[config.mk]
export PLATFORM = sky130hd
export DESIGN_NAME = ov7670_stream_gen
export DESIGN_NICKNAME = d
export VERILOG_FILES = /design/src/rtl/ov7670_stream_gen.sv
export SDC_FILE = /design/constraint.sdc
export NUM_CORES = 1
export LEC_CHECK = 0
export ABC_AREA = 1
export CORE_UTILIZATION = 45
export CTS_BUF_LIST = sky130_fd_sc_hd__clkbuf_4 sky130_fd_sc_hd__clkbuf_8 sky130_fd_sc_hd__clkbuf_16
export DETAILED_ROUTE_END_ITERATION = 7
export HOLD_SLACK_MARGIN = 0.1
export PLACE_DENSITY = 0.63
export SYNTH_ARGS = -nofsm -noshare
export SYNTH_HDL_FRONTEND = slang
export SYNTH_SLANG_ARGS = --single-unit
export TNS_END_PERCENT = 1
[constraint.sdc]
create_clock -name clk -period 4.9 [get_ports clk]
set_clock_uncertainty 0.05 [all_clocks]
set_input_delay 0.735 -clock clk [delete_from_list [all_inputs] [get_ports clk]]
set_output_delay 0.735 -clock clk [all_outputs]
set_load 0.02 [all_outputs]
[src/rtl/ov7670_stream_gen.sv]
`default_nettype none
// ============================================================================
// Module   : ov7670_stream_gen
// Purpose  : OV7670-style camera stream transmitter. Emits VSYNC / HREF and
//            8-bit RGB444 bytes (even byte {0,R}, odd byte {G,B}) with
//            sensor-like frame and line timing, so the capture path can be
//            exercised without a physical camera. Patterns: colour bars,
//            grey gradient, checkerboard, solid colour.
// Revision : 1.0 - initial release
// ----------------------------------------------------------------------------
// Ports
//   clk          in   1   byte clock, one output byte per cycle
//   rst          in   1   asynchronous, active-high reset
//   enable       in   1   run request, sampled at frame boundaries only
//   mode         in   2   0 bars, 1 gradient, 2 checkerboard, 3 solid
//   solid_rgb    in  12   {R,G,B} colour used by mode 3
//   vsync        out  1   high during the VS line periods
//   href         out  1   high while active pixel bytes are on d
//   d            out  8   pixel byte, 0 whenever href is low
//   frame_done   out  1   one-cycle pulse on the final cycle of a frame
//   frame_count  out 16   completed frames, wraps 0xFFFF -> 0
// ============================================================================
module ov7670_stream_gen #(
  parameter int IMG_W        = 640,
  parameter int IMG_H        = 480,
  parameter int HBLANK_BYTES = 288,
  parameter int VS_LINES     = 3,
  parameter int VBP_LINES    = 17,
  parameter int VFP_LINES    = 10
) (
  input  logic        clk,
  input  logic        rst,
  input  logic        enable,
  input  logic [1:0]  mode,
  input  logic [11:0] solid_rgb,
  output logic        vsync,
  output logic        href,
  output logic [7:0]  d,
  output logic        frame_done,
  output logic [15:0] frame_count
);

  // --------------------------------------------------------------------------
  // Derived constants
  // --------------------------------------------------------------------------
  localparam int c_line_len = 2 * IMG_W + HBLANK_BYTES;

  // hcnt is kept at least 10 bits wide so pixel-x bits [8:5] (hcnt[9:6])
  // always exist for the gradient pattern even on narrow test images.
  localparam int c_hw = ($clog2(c_line_len) > 10) ? $clog2(c_line_len) : 10;

  localparam int c_max_a    = (VS_LINES  > VBP_LINES) ? VS_LINES  : VBP_LINES;
  localparam int c_max_b    = (IMG_H     > VFP_LINES) ? IMG_H     : VFP_LINES;
  localparam int c_max_lines = (c_max_a > c_max_b) ? c_max_a : c_max_b;

  // vcnt holds the active line index in ACTIVE; y[5] must always exist.
  localparam int c_vw = ($clog2(c_max_lines) > 6) ? $clog2(c_max_lines) : 6;

  localparam int c_bar_w = IMG_W / 8;
  localparam int c_bw    = (c_bar_w > 1) ? $clog2(c_bar_w) : 1;

  localparam logic [c_hw-1:0] c_h_last   = c_hw'(c_line_len - 1);
  localparam logic [c_hw-1:0] c_h_act    = c_hw'(2 * IMG_W);
  localparam logic [c_vw-1:0] c_vs_last  = c_vw'(VS_LINES - 1);
  localparam logic [c_vw-1:0] c_vbp_last = c_vw'(VBP_LINES - 1);
  localparam logic [c_vw-1:0] c_act_last = c_vw'(IMG_H - 1);
  localparam logic [c_vw-1:0] c_vfp_last = c_vw'(VFP_LINES - 1);
  localparam logic [c_bw-1:0] c_bar_reload = c_bw'(c_bar_w - 1);

  typedef enum logic [2:0] {
    S_IDLE   = 3'd0,
    S_VSYNC  = 3'd1,
    S_VBP    = 3'd2,
    S_ACTIVE = 3'd3,
    S_VFP    = 3'd4
  } state_t;

  // The last state of a frame; VFP is skipped entirely when it has no lines.
  localparam state_t          c_final_state = (VFP_LINES > 0) ? S_VFP : S_ACTIVE;
  localparam logic [c_vw-1:0] c_final_last  = (VFP_LINES > 0) ? c_vfp_last : c_act_last;

  // --------------------------------------------------------------------------
  // State
  // --------------------------------------------------------------------------
  state_t          r_state;
  logic [c_hw-1:0] r_hcnt;
  logic [c_vw-1:0] r_vcnt;
  logic [2:0]      r_bar_idx;
  logic [c_bw-1:0] r_bar_cnt;
  logic [1:0]      r_mode;
  logic [11:0]     r_solid;

  // Next position: the registered outputs are always computed from the
  // position the generator is about to occupy, so every output lines up
  // with the state/counters of the same cycle.
  state_t          w_nstate;
  logic [c_hw-1:0] w_nhcnt;
  logic [c_vw-1:0] w_nvcnt;
  logic [c_vw-1:0] w_last_line;
  logic            w_latch;
  logic            w_nact;
  logic            w_nlast;
  logic [2:0]      w_nbar_idx;
  logic [c_bw-1:0] w_nbar_cnt;
  logic [11:0]     w_rgb;
  logic [7:0]      w_byte;

  // --------------------------------------------------------------------------
  // Frame / line sequencing
  // --------------------------------------------------------------------------
  always_comb begin
    w_nstate    = r_state;
    w_nhcnt     = r_hcnt;
    w_nvcnt     = r_vcnt;
    w_latch     = 1'b0;
    w_last_line = '0;

    case (r_state)
      S_VSYNC:  w_last_line = c_vs_last;
      S_VBP:    w_last_line = c_vbp_last;
      S_ACTIVE: w_last_line = c_act_last;
      S_VFP:    w_last_line = c_vfp_last;
      default:  w_last_line = '0;
    endcase

    if (r_state == S_IDLE) begin
      if (enable) begin
        w_nstate = S_VSYNC;
        w_nhcnt  = '0;
        w_nvcnt  = '0;
        w_latch  = 1'b1;
      end
    end else if (r_hcnt != c_h_last) begin
      w_nhcnt = r_hcnt + 1'b1;
    end else begin
      w_nhcnt = '0;
      if (r_vcnt != w_last_line) begin
        w_nvcnt = r_vcnt + 1'b1;
      end else begin
        w_nvcnt = '0;
        case (r_state)
          S_VSYNC:  w_nstate = (VBP_LINES > 0) ? S_VBP : S_ACTIVE;
          S_VBP:    w_nstate = S_ACTIVE;
          S_ACTIVE: w_nstate = (VFP_LINES > 0) ? S_VFP : S_IDLE;
          default:  w_nstate = S_IDLE;
        endcase
        // Frame boundary: enable is only looked at here (and in IDLE).
        if (w_nstate == S_IDLE && enable) begin
          w_nstate = S_VSYNC;
          w_latch  = 1'b1;
        end
      end
    end
  end

  assign w_nact  = (w_nstate == S_ACTIVE) && (w_nhcnt < c_h_act);
  assign w_nlast = (w_nstate == c_final_state) && (w_nhcnt == c_h_last) &&
                   (w_nvcnt == c_final_last);

  // --------------------------------------------------------------------------
  // Colour-bar tracking: a per-pixel down-counter steps the bar index every
  // IMG_W/8 pixels, avoiding a divider on x.
  // --------------------------------------------------------------------------
  always_comb begin
    w_nbar_idx = r_bar_idx;
    w_nbar_cnt = r_bar_cnt;
    if (w_nact && !w_nhcnt[0]) begin
      if (w_nhcnt == '0) begin
        w_nbar_idx = 3'd0;
        w_nbar_cnt = c_bar_reload;
      end else if (r_bar_cnt == '0) begin
        w_nbar_idx = r_bar_idx + 1'b1;
        w_nbar_cnt = c_bar_reload;
      end else begin
        w_nbar_cnt = r_bar_cnt - 1'b1;
      end
    end
  end

  // --------------------------------------------------------------------------
  // Pixel colour and byte selection
  // x = hcnt >> 1, so x[5] = hcnt[6] and x[8:5] = hcnt[9:6]; y = vcnt.
  // --------------------------------------------------------------------------
  always_comb begin
    w_rgb = 12'h000;
    case (r_mode)
      2'd0: begin
        case (w_nbar_idx)
          3'd0:    w_rgb = 12'hFFF;
          3'd1:    w_rgb = 12'hFF0;
          3'd2:    w_rgb = 12'h0FF;
          3'd3:    w_rgb = 12'h0F0;
          3'd4:    w_rgb = 12'hF0F;
          3'd5:    w_rgb = 12'hF00;
          3'd6:    w_rgb = 12'h00F;
          default: w_rgb = 12'h000;
        endcase
      end
      2'd1:    w_rgb = {w_nhcnt[9:6], w_nhcnt[9:6], w_nhcnt[9:6]};
      2'd2:    w_rgb = (w_nhcnt[6] ^ w_nvcnt[5]) ? 12'hFFF : 12'h000;
      default: w_rgb = r_solid;
    endcase
  end

  assign w_byte = w_nhcnt[0] ? w_rgb[7:0] : {4'h0, w_rgb[11:8]};

  // --------------------------------------------------------------------------
  // Registers and registered outputs
  // --------------------------------------------------------------------------
  always_ff @(posedge clk or posedge rst) begin
    if (rst) begin
      r_state     <= S_IDLE;
      r_hcnt      <= '0;
      r_vcnt      <= '0;
      r_bar_idx   <= 3'd0;
      r_bar_cnt   <= '0;
      r_mode      <= 2'd0;
      r_solid     <= 12'h000;
      vsync       <= 1'b0;
      href        <= 1'b0;
      d           <= 8'h00;
      frame_done  <= 1'b0;
      frame_count <= 16'h0000;
    end else begin
      r_state   <= w_nstate;
      r_hcnt    <= w_nhcnt;
      r_vcnt    <= w_nvcnt;
      r_bar_idx <= w_nbar_idx;
      r_bar_cnt <= w_nbar_cnt;
      // Pattern selection is frozen for the whole frame.
      if (w_latch) begin
        r_mode  <= mode;
        r_solid <= solid_rgb;
      end
      vsync      <= (w_nstate == S_VSYNC);
      href       <= w_nact;
      d          <= w_nact ? w_byte : 8'h00;
      frame_done <= w_nlast;
      if (w_nlast) begin
        frame_count <= frame_count + 1'b1;
      end
    end
  end

endmodule
`default_nettype wire

==> impl.org, run 1 <==
** Synth
- In this run, synthesis inferred 0 flip-flops with an integrated enable.
- Ranking of synthesized cells by area :: dfrtp_1 (39%), nand2_1 (12%), inv_1 (6.5%)
- The synthesized netlist contains 48 unique library cells.
- Counting flops with an async set or reset pin after synthesis yields a share of 100%.
- Post-Syn Nets :: 640
- For this run, the leading register cell type out of synthesis is dfrtp_1.
- A synthesized cell averages 7.70 sq um.
- For this run, the register share of the synthesized area comes to 38.9%.
- Counting every instance in the synthesized netlist gives 618.
- Warning count from the yosys run :: 0
- In this run the cell area of the synthesized design comes to 0.00476 sq mm.
- After synthesis the netlist holds a flip-flop and latch count of 74.
- The synthesized design spends more area on one cell type than any other, namely dfrtp_1.
- Summed over its instances, the top area cell type makes up 38.9% of the synthesized netlist area.

** GRT
- The number of antenna violations at the first check in global routing came to 0.
- Number of global-route vias before repair :: 4081
- Global routing used 21.0% of the available tracks across all layers.
- Entering global routing, the biggest net connects 47 pins.
- Summed over all layers, the global routing overflow is 0.
- Wire length of the first global-routing pass :: 18.4 mm

** Critical path
- In this design, the stage delay of the slowest critical-path cell is 0.49 ns.
- Cell family contributing the most delay on the critical path :: simple AND/OR/NAND/NOR gates
- Cell chain of the critical path :: nor2_2, nand2_1, buf_4, nor2_2, inv_2, nand2_1, nand2_2, nor3_1, nand3_1, nor3_2, nand3_2, buf_4, nand2_1, o21ai_2
- STA puts the critical path data arrival time at 3.33 ns.
- Critical path class :: flop to flop
- The most numerous cell type found on the critical path is nand2_1.
- Cell type of the slowest stage on the worst timing path :: dfrtp_1
- Crit path capture type :: flop
- Launching point of the worst reg2reg path :: r_state[1]
- Counting both buffers and inverters, the worst setup path holds a total of 3.
- Worst reg-to-reg setup slack :: 1.77 ns
- STA classifies the critical path startpoint as a flop.
- Cell count of the worst reg-to-reg path :: 14
- Worst Path Max Fanout :: 31
- Reg-to-reg critical path endpoint :: frame_count[15]
- Worst EP required :: 5.10 ns

** Hold path
- Counting instances, the worst hold path has a depth of 1.
- The worst hold path belongs to the class flop to flop.
- The startpoint identified for the worst hold timing path is r_solid[2].
- Worst hold path endpoint :: r_solid[2]

** Floorplanning
- Placeable core area :: 0.0103 sq mm
- For this configuration, the core starts out at a cell density of 46.3%.
- Die ar. :: 0.0110 sq mm
- Overall die width :: 105 um
- Number of I/O pins :: 44
- In this run the core area contains 37 standard-cell rows.
- Measured along the y axis, the die boundary spans 105 um.

** Route
- Initial DRC count :: 271
- Via count of the routed design :: 4124
- For this run, design rule violations remaining after detail routing come to 0.
- Once detail routing completed, the nets flagged for antenna violations numbered 0.
- After detailed routing, the average wire length per cell comes to 13.2 um.
- Detailed-routing iteration count for the pre-antenna-repair pass :: 4
- Total Wirelength :: 10.7 mm
- In the routed layout, each cell is associated on average with a via count of 5.11.

** Clocking
- TritonCTS clock tree :: yes
- The clock tree synthesis step divided the H-tree into 3 levels.
- Counting every sink on the clock net gives 74.
- Clock tree root driver cell :: clkbuf_8
- The clock passes through at most 2 buffers.
- In this run, post-CTS hold repair placed 0 buffers.
- Number of clock buffers inserted by TritonCTS :: 9
- After clock tree synthesis, the clock-pin slew on the worst setup and hold paths is 0.09 ns.
- In this run, post-CTS repair resized a total of 0 instances.
- The later pin in the worst-skew pair is clocked with a latency of 0.36 ns.
- The number of setup buffers added after CTS is 0.

** Place
- Last weighted congestion value of the routability-driven placer :: 0.914
- Placed Cells incl. Taps :: 791
- During placement, the flow inserted port buffers numbering 43.
- HPWL after detailed placement :: 8.07 mm

** Timing
- Total Negative Setup Slacks :: 0 ns
- Setup repair after global routing left no endpoint under its margin.
- The number of slew-limit violations in the final report is 0.
- Final critical path time including I/O delays and setup :: 3.13 ns
- The hold violation count in the final report is 0.
- Fmax :: 320 MHz
- Max_slew headroom :: 40.5%
- Share of the clock period used by the worst path :: 63.9%
- Worst Tran Pin Value :: 0.891 ns
- Setup violators final :: 0

** Power
- For this design the ratio of total power to cell area is 328 mW/mm^2.
- The worst-case IR drop observed on VDD is 264 uV.
- Leakage power :: 2.57 nW

** Final layout
- The net count of the finished layout is 688.
- Share of final-layout standard cells stronger than drive strength 1 :: 18.8%
- Number of diodes added for antenna fixing :: 0
- Area growth syn-to-layout :: 15.5%
- The library cells used most frequently in the layout, excluding fill and tap cells, are nand2_1 (151), inv_1 (82), dfrtp_1 (74).
- Most common cell after layout, fill and taps aside :: nand2_1
- The count of cells in the finished layout, fillers not included, comes to 807.

** Outcome
- The run finished with clean final reports.

** Job
- Max-cap violations in this run came to 0.
==> worst register-to-register path, stage by stage (launching register included) <==
cell	delay, ns
dfrtp_1	0.49
nor2_2	0.16
nand2_1	0.06
buf_4	0.22
nor2_2	0.46
inv_2	0.19
nand2_1	0.12
nand2_2	0.15
nor3_1	0.26
nand3_1	0.14
nor3_2	0.17
nand3_2	0.09
buf_4	0.28
nand2_1	0.13
o21ai_2	0.05
==> sequential cells by signal, summed over array words and instances, names as in the netlist <==
register     count
d                8
r_mode           2
vsync            1
r_vcnt           9
r_hcnt          11
r_solid         12
r_bar_idx        3
r_bar_cnt        7
frame_done       1
href             1
r_state          3
frame_count     16
==> worst max-delay path by stage <==
| stage | from | to | slack (ns) | cells past startpoint |
|---|---|---|---|---|
| 3_3_place_gp | enable | frame_count[15] | 1.61 | 12 |
| 3_5_place_dp | enable | frame_count[15] | 1.52 | 12 |
| 2_1_floorplan | rst | d[0] | 2.23 | 1 |
| 4_1_cts | r_state[1] | frame_count[15] | 1.81 | 14 |
| 6_report | r_state[1] | frame_count[15] | 1.77 | 14 |
| 5_1_grt | r_state[1] | frame_count[15] | 1.55 | 14 |
==> report_power, final <==
group | internal, W | total (W) | switching (W)
Clock | 0.000213 | 0.000453 | 0.000239
Combinational | 0.000210 | 0.000593 | 0.000384
Sequential | 0.000691 | 0.000757 | 0.0000660
==> layout make-up <==
class / instances / area (sq um)
fill: 1002 / 4780
tap: 136 / 170
clock inverter: 5 / 37.5
inverter: 98 / 369
sequential: 74 / 1850
clock buffer: 11 / 151
timing repair buffer: 46 / 453
multi-input combinational: 437 / 2470
==> logic make-up after synthesis <==
| group | after synthesis | share of synthesized area [%] |
|---|---|---|
| compound gates | 63 | 8.59 |
| simple gates | 338 | 35.5 |
| buf+inv | 107 | 9.30 |
| xor+xnor | 17 | 3.13 |
| fa+ha+maj | 5 | 1.31 |
| mux | 14 | 3.29 |
| flops | 74 | 38.9 |
==> Yosys cell counts (6+ instances only) <==
cell type	count
nand2_1	151
inv_1	83
dfrtp_1	74
nor2_1	45
nand3_1	40
nand2_2	22
o21ai_0	19
nand4_1	17
o21ai_2	17
nor3_1	15
inv_2	13
mux2_2	13
nand3_2	12
xor2_1	11
o21ai_1	9
a21oi_1	8
nor2_2	8
xnor2_1	6
==> metrics by stage <==
step / utilization (%) / hold WS, ns / power [W] / setup WS, ns / area [sq um]
2_1_floorplan: - / 0.421 / 0.00122 / 2.23 / 4760
3_3_place_gp: 51.7 / 0.432 / 0.00135 / 1.61 / 5310
3_5_place_dp: 51.7 / 0.442 / 0.00136 / 1.52 / 5310
4_1_cts: 53.5 / 0.459 / 0.00182 / 1.81 / 5500
5_1_grt: 53.5 / 0.477 / 0.00194 / 1.55 / 5500
6_report: 53.5 / 0.459 / 0.00180 / 1.77 / 5500
==> routing by layer <==
metal	vias to the layer above	track usage, %	share of wire [%]
met1	1954	25.1	45
li1	2083	-	-
met2	75	37.3	51
met4	0	8.45	1.3
met3	12	3.56	3.2
met5	-	0	0
No activity file was read; power rests on OpenSTA's default activity.
==> inputs of run 2 (changes only) <==
--- a/config.mk
+++ b/config.mk
@@ -10,7 +10,7 @@
 export CTS_BUF_LIST = sky130_fd_sc_hd__clkbuf_4 sky130_fd_sc_hd__clkbuf_8 sky130_fd_sc_hd__clkbuf_16
 export DETAILED_ROUTE_END_ITERATION = 7
 export HOLD_SLACK_MARGIN = 0.1
-export PLACE_DENSITY = 0.63
+export PLACE_DENSITY = 0.65
 export SYNTH_ARGS = -nofsm -noshare
 export SYNTH_HDL_FRONTEND = slang
 export SYNTH_SLANG_ARGS = --single-unit
==> constraint.sdc (replaced) <==
create_clock -name clk -period 2.65 [get_ports clk]
set_clock_uncertainty 0.05 [all_clocks]
set_input_delay 0.3975 -clock clk [delete_from_list [all_inputs] [get_ports clk]]
set_output_delay 0.3975 -clock clk [all_outputs]
set_load 0.02 [all_outputs]
==> run 2 against run 1 <==
- sequential cell count unchanged
- cell count rose by 3.6%
- utilization grew 3.6 points
- clock power rose by 120%
- critical path depth increased by 7
- die area did not move
- non-clock buffer count up 29
- global-route usage rose by 0.32 points
- fmax is 25% higher
- register-to-register slack worse by 1.6 ns
- via count up 2.3%
- largest power group unchanged
- highest routed layer unchanged
==> impl.org, run 2 (synthesis gave the netlist of run 1 again) <==
** Final layout
- Leaving out fill and tap cells, the most frequent cell in the layout is nand2_1.
- Most used cells in the layout excluding fill and tap cells :: nand2_1 (150), inv_1 (82), dfrtp_1 (71)
- The register with the most flip-flops in the layout has 16 of them.
- Number of diodes added for antenna fixing :: 0
- Relative to the synthesized area, the layout overhead comes to 23.4%.
- In the final layout, the share of cells above drive strength 1 is 23.9%.
- The finished layout holds 836 standard cells, fillers aside.
- Biggest regs :: frame_count x16, r_solid x12, r_hcnt x11
- Layout net count :: 717
- frame_count holds more flip-flops than any other register.

** GRT
- Global routing used 21.3% of the available tracks.
- Wire length of the first global-routing pass :: 18.8 mm
- Entering global routing, the biggest net connects 32 pins.
- The number of antenna violations at the first check in global routing came to 0.
- For this run the aggregate overflow at the end of global routing stands at 0.
- The number of global-route vias before repair was 4155.

** Route
- Final ANT Viol Nets :: 0
- The detailed router placed 4217 vias in this run.
- Using the TritonRoute via totals, the vias-per-cell ratio works out to 5.04.
- Average wire per cell in the routed design :: 13.0 um
- For this block, the initial DRC count from the detailed router was 228.
- For this run, design rule violations remaining after detail routing come to 0.
- Detailed-routing iteration count for the pre-antenna-repair pass :: 7
- The final layout contains routed wiring with a total length of 10.9 mm.

** Clocking
- CTS placed an instance of clkbuf_8 at the clock tree root.
- TritonCTS built the clock tree.
- Clock transition at the registers of the reported paths :: 0.09 ns
- The longest clock path from root to sink contains 2 buffers.
- CTS sink cnt :: 74
- Hold repair after CTS inserted 0 buffers.
- Clock insertion delay at the later pin of the skew report :: 0.34 ns
- Number of clock buffers inserted by TritonCTS :: 9
- H-tree lvl count :: 3

** Place
- In this run the tool buffered the top-level ports with 43 buffer cells.
- In this run, placement finished with an instance count of 816.
- HPWL after detailed placement :: 8.36 mm
- At the end of routability-driven placement, the weighted congestion stood at 0.878.

** Hold path
- The min-delay analysis places its worst path in the category input port to async pin.

** Critical path
- On the worst path, the slowest cell contributes a delay of 0.40 ns.
- Cell chain of the critical path :: ha_4, nand3_4, inv_4, nand3_4, nand2_4, inv_2, nand2_1, nand2_1, nand2_1, buf_4, inv_2, nand2_1, nand3_1, nor2_4, nand3_2, nand3_2, nand2_1, nand2_1, nand2_1, nand2_1, inv_1
- Cell count of the worst reg-to-reg path :: 21
- Critical path class :: flop to flop
- The worst setup path is captured at a flop.
- Worst path most repeated cell :: nand2_1
- Along the worst path, the maximum fanout reaches 5.
- STA classifies the critical path startpoint as a flop.
- Worst EP required :: 2.84 ns
- At the worst endpoint, the arrival time is 2.70 ns.
- Among all stages on the critical path, the largest delay is contributed by dfrtp_1.

** Timing
- Setup violators final :: 0
- Hold timing on the final database bottoms out at a slack of 0.381 ns.
- Total Negative Setup Slacks :: 0 ns
- Final Hold Viols :: 0
- Dividing the final minimum period by the clock period gives 94.8%.
- Final count of pins violating max slew :: 0
- Worst Tran Pin Value :: 0.592 ns
- Unrepaired setup endpoints after global routing :: true
- Final critical path time including I/O delays and setup :: 2.51 ns
- Measured against its own limit, the worst slew margin works out to 60.4%.
- Fmax :: 398 MHz

** Floorplanning
- The region available for standard cell placement spans 0.0103 sq mm.
- Number of I/O pins :: 44
- Vertical die dimension :: 105 um
- The initial utilization of the core area, before any placement, comes to 46.3%.
- In this run the horizontal extent of the chip is 105 um.
- The die covers 0.0110 sq mm.
- Placement row count :: 37

** Power
- Leakage power :: 2.74 nW
- Maximum ir drop on the vdd rail :: 393 uV
- In this run the power density over the cells is 629 mW/mm^2.
- The design draws 0.00370 W.

** Job
- # Max-Cap Violations :: 0

** Outcome
- Status :: finished clean
## run 2: cell count changes in the layout (fill, tap and decap cells not counted), moves of 3 or more
cell | previous run | this run
buf_12 | 0 | 3
buf_4 | 3 | 29
dfrtp_1 | 74 | 71
dfrtp_2 | 0 | 3
nor2_1 | 45 | 40
nor2_2 | 8 | 12
## run 2: final timing paths
| path | from | to | slack [ns] |
|---|---|---|---|
| setup / recovery | r_hcnt[0] | d[2] | 0.14 |
| hold / removal | rst | r_bar_cnt[6] | 0.38 |
| setup reg to reg | r_hcnt[0] | d[2] | 0.14 |
| hold reg to reg | r_solid[2] | r_solid[2] | 0.45 |
| max in group asynchronous | rst | frame_count[15] | 1.48 |
| min in group clk | r_solid[2] | r_solid[2] | 0.45 |
## run 2: where the power goes
| part | switching, W | internal [W] | total, W |
|---|---|---|---|
| sequential | 0.000109 | 0.00128 | 0.00139 |
| clock | 0.000440 | 0.000543 | 0.000983 |
| combinational | 0.000787 | 0.000539 | 0.00133 |
## run 2: layer usage
| metal | vias to the layer above | part of all wire [%] | GRT usage, % |
|---|---|---|---|
| li1 | 2147 | - | - |
| met1 | 1951 | 45 | 27.1 |
| met2 | 100 | 49 | 35.7 |
| met3 | 19 | 3.7 | 3.87 |
| met4 | 0 | 2.0 | 8.55 |
| met5 | - | 0 | 0 |
## run 2: cell type report
cell class                 instances  area (sq um)
fill                             968          4400
multi-input combinational        437          2540
sequential                        74          1860
timing repair buffer              75           708
inverter                          98           380
tap                              136           170
clock buffer                      10           131
clock inverter                     6          88.8
## run 2: metrics by stage
| step | worst slack (ns) | util (%) | area, sq um |
|---|---|---|---|
| 6_report | 0.137 | 57.1 | 5870 |
| 5_1_grt | -0.0388 | 57.1 | 5870 |
| 4_1_cts | 0.0579 | 56.2 | 5780 |
| 3_5_place_dp | -0.0651 | 53.9 | 5540 |
| 3_3_place_gp | -0.00514 | 53.9 | 5540 |
| 2_1_floorplan | 0.321 | - | 4760 |
## run 2: worst max-delay path: cells and delay by family, from the launching register on
family / cells / cell delay (ns)
DFF: 1 / 0.40
and+or+nand+nor: 15 / 1.41
buffers and inverters: 5 / 0.36
adders and majority gates: 1 / 0.17
## run 2: repair_timing
action / in CTS / in global routing
pin swaps: 0 / 3
setup endpoints to repair: 7 / 28
setup buffers: 0 / 4
gates cloned: 0 / 0
gates resized for setup: 4 / 19
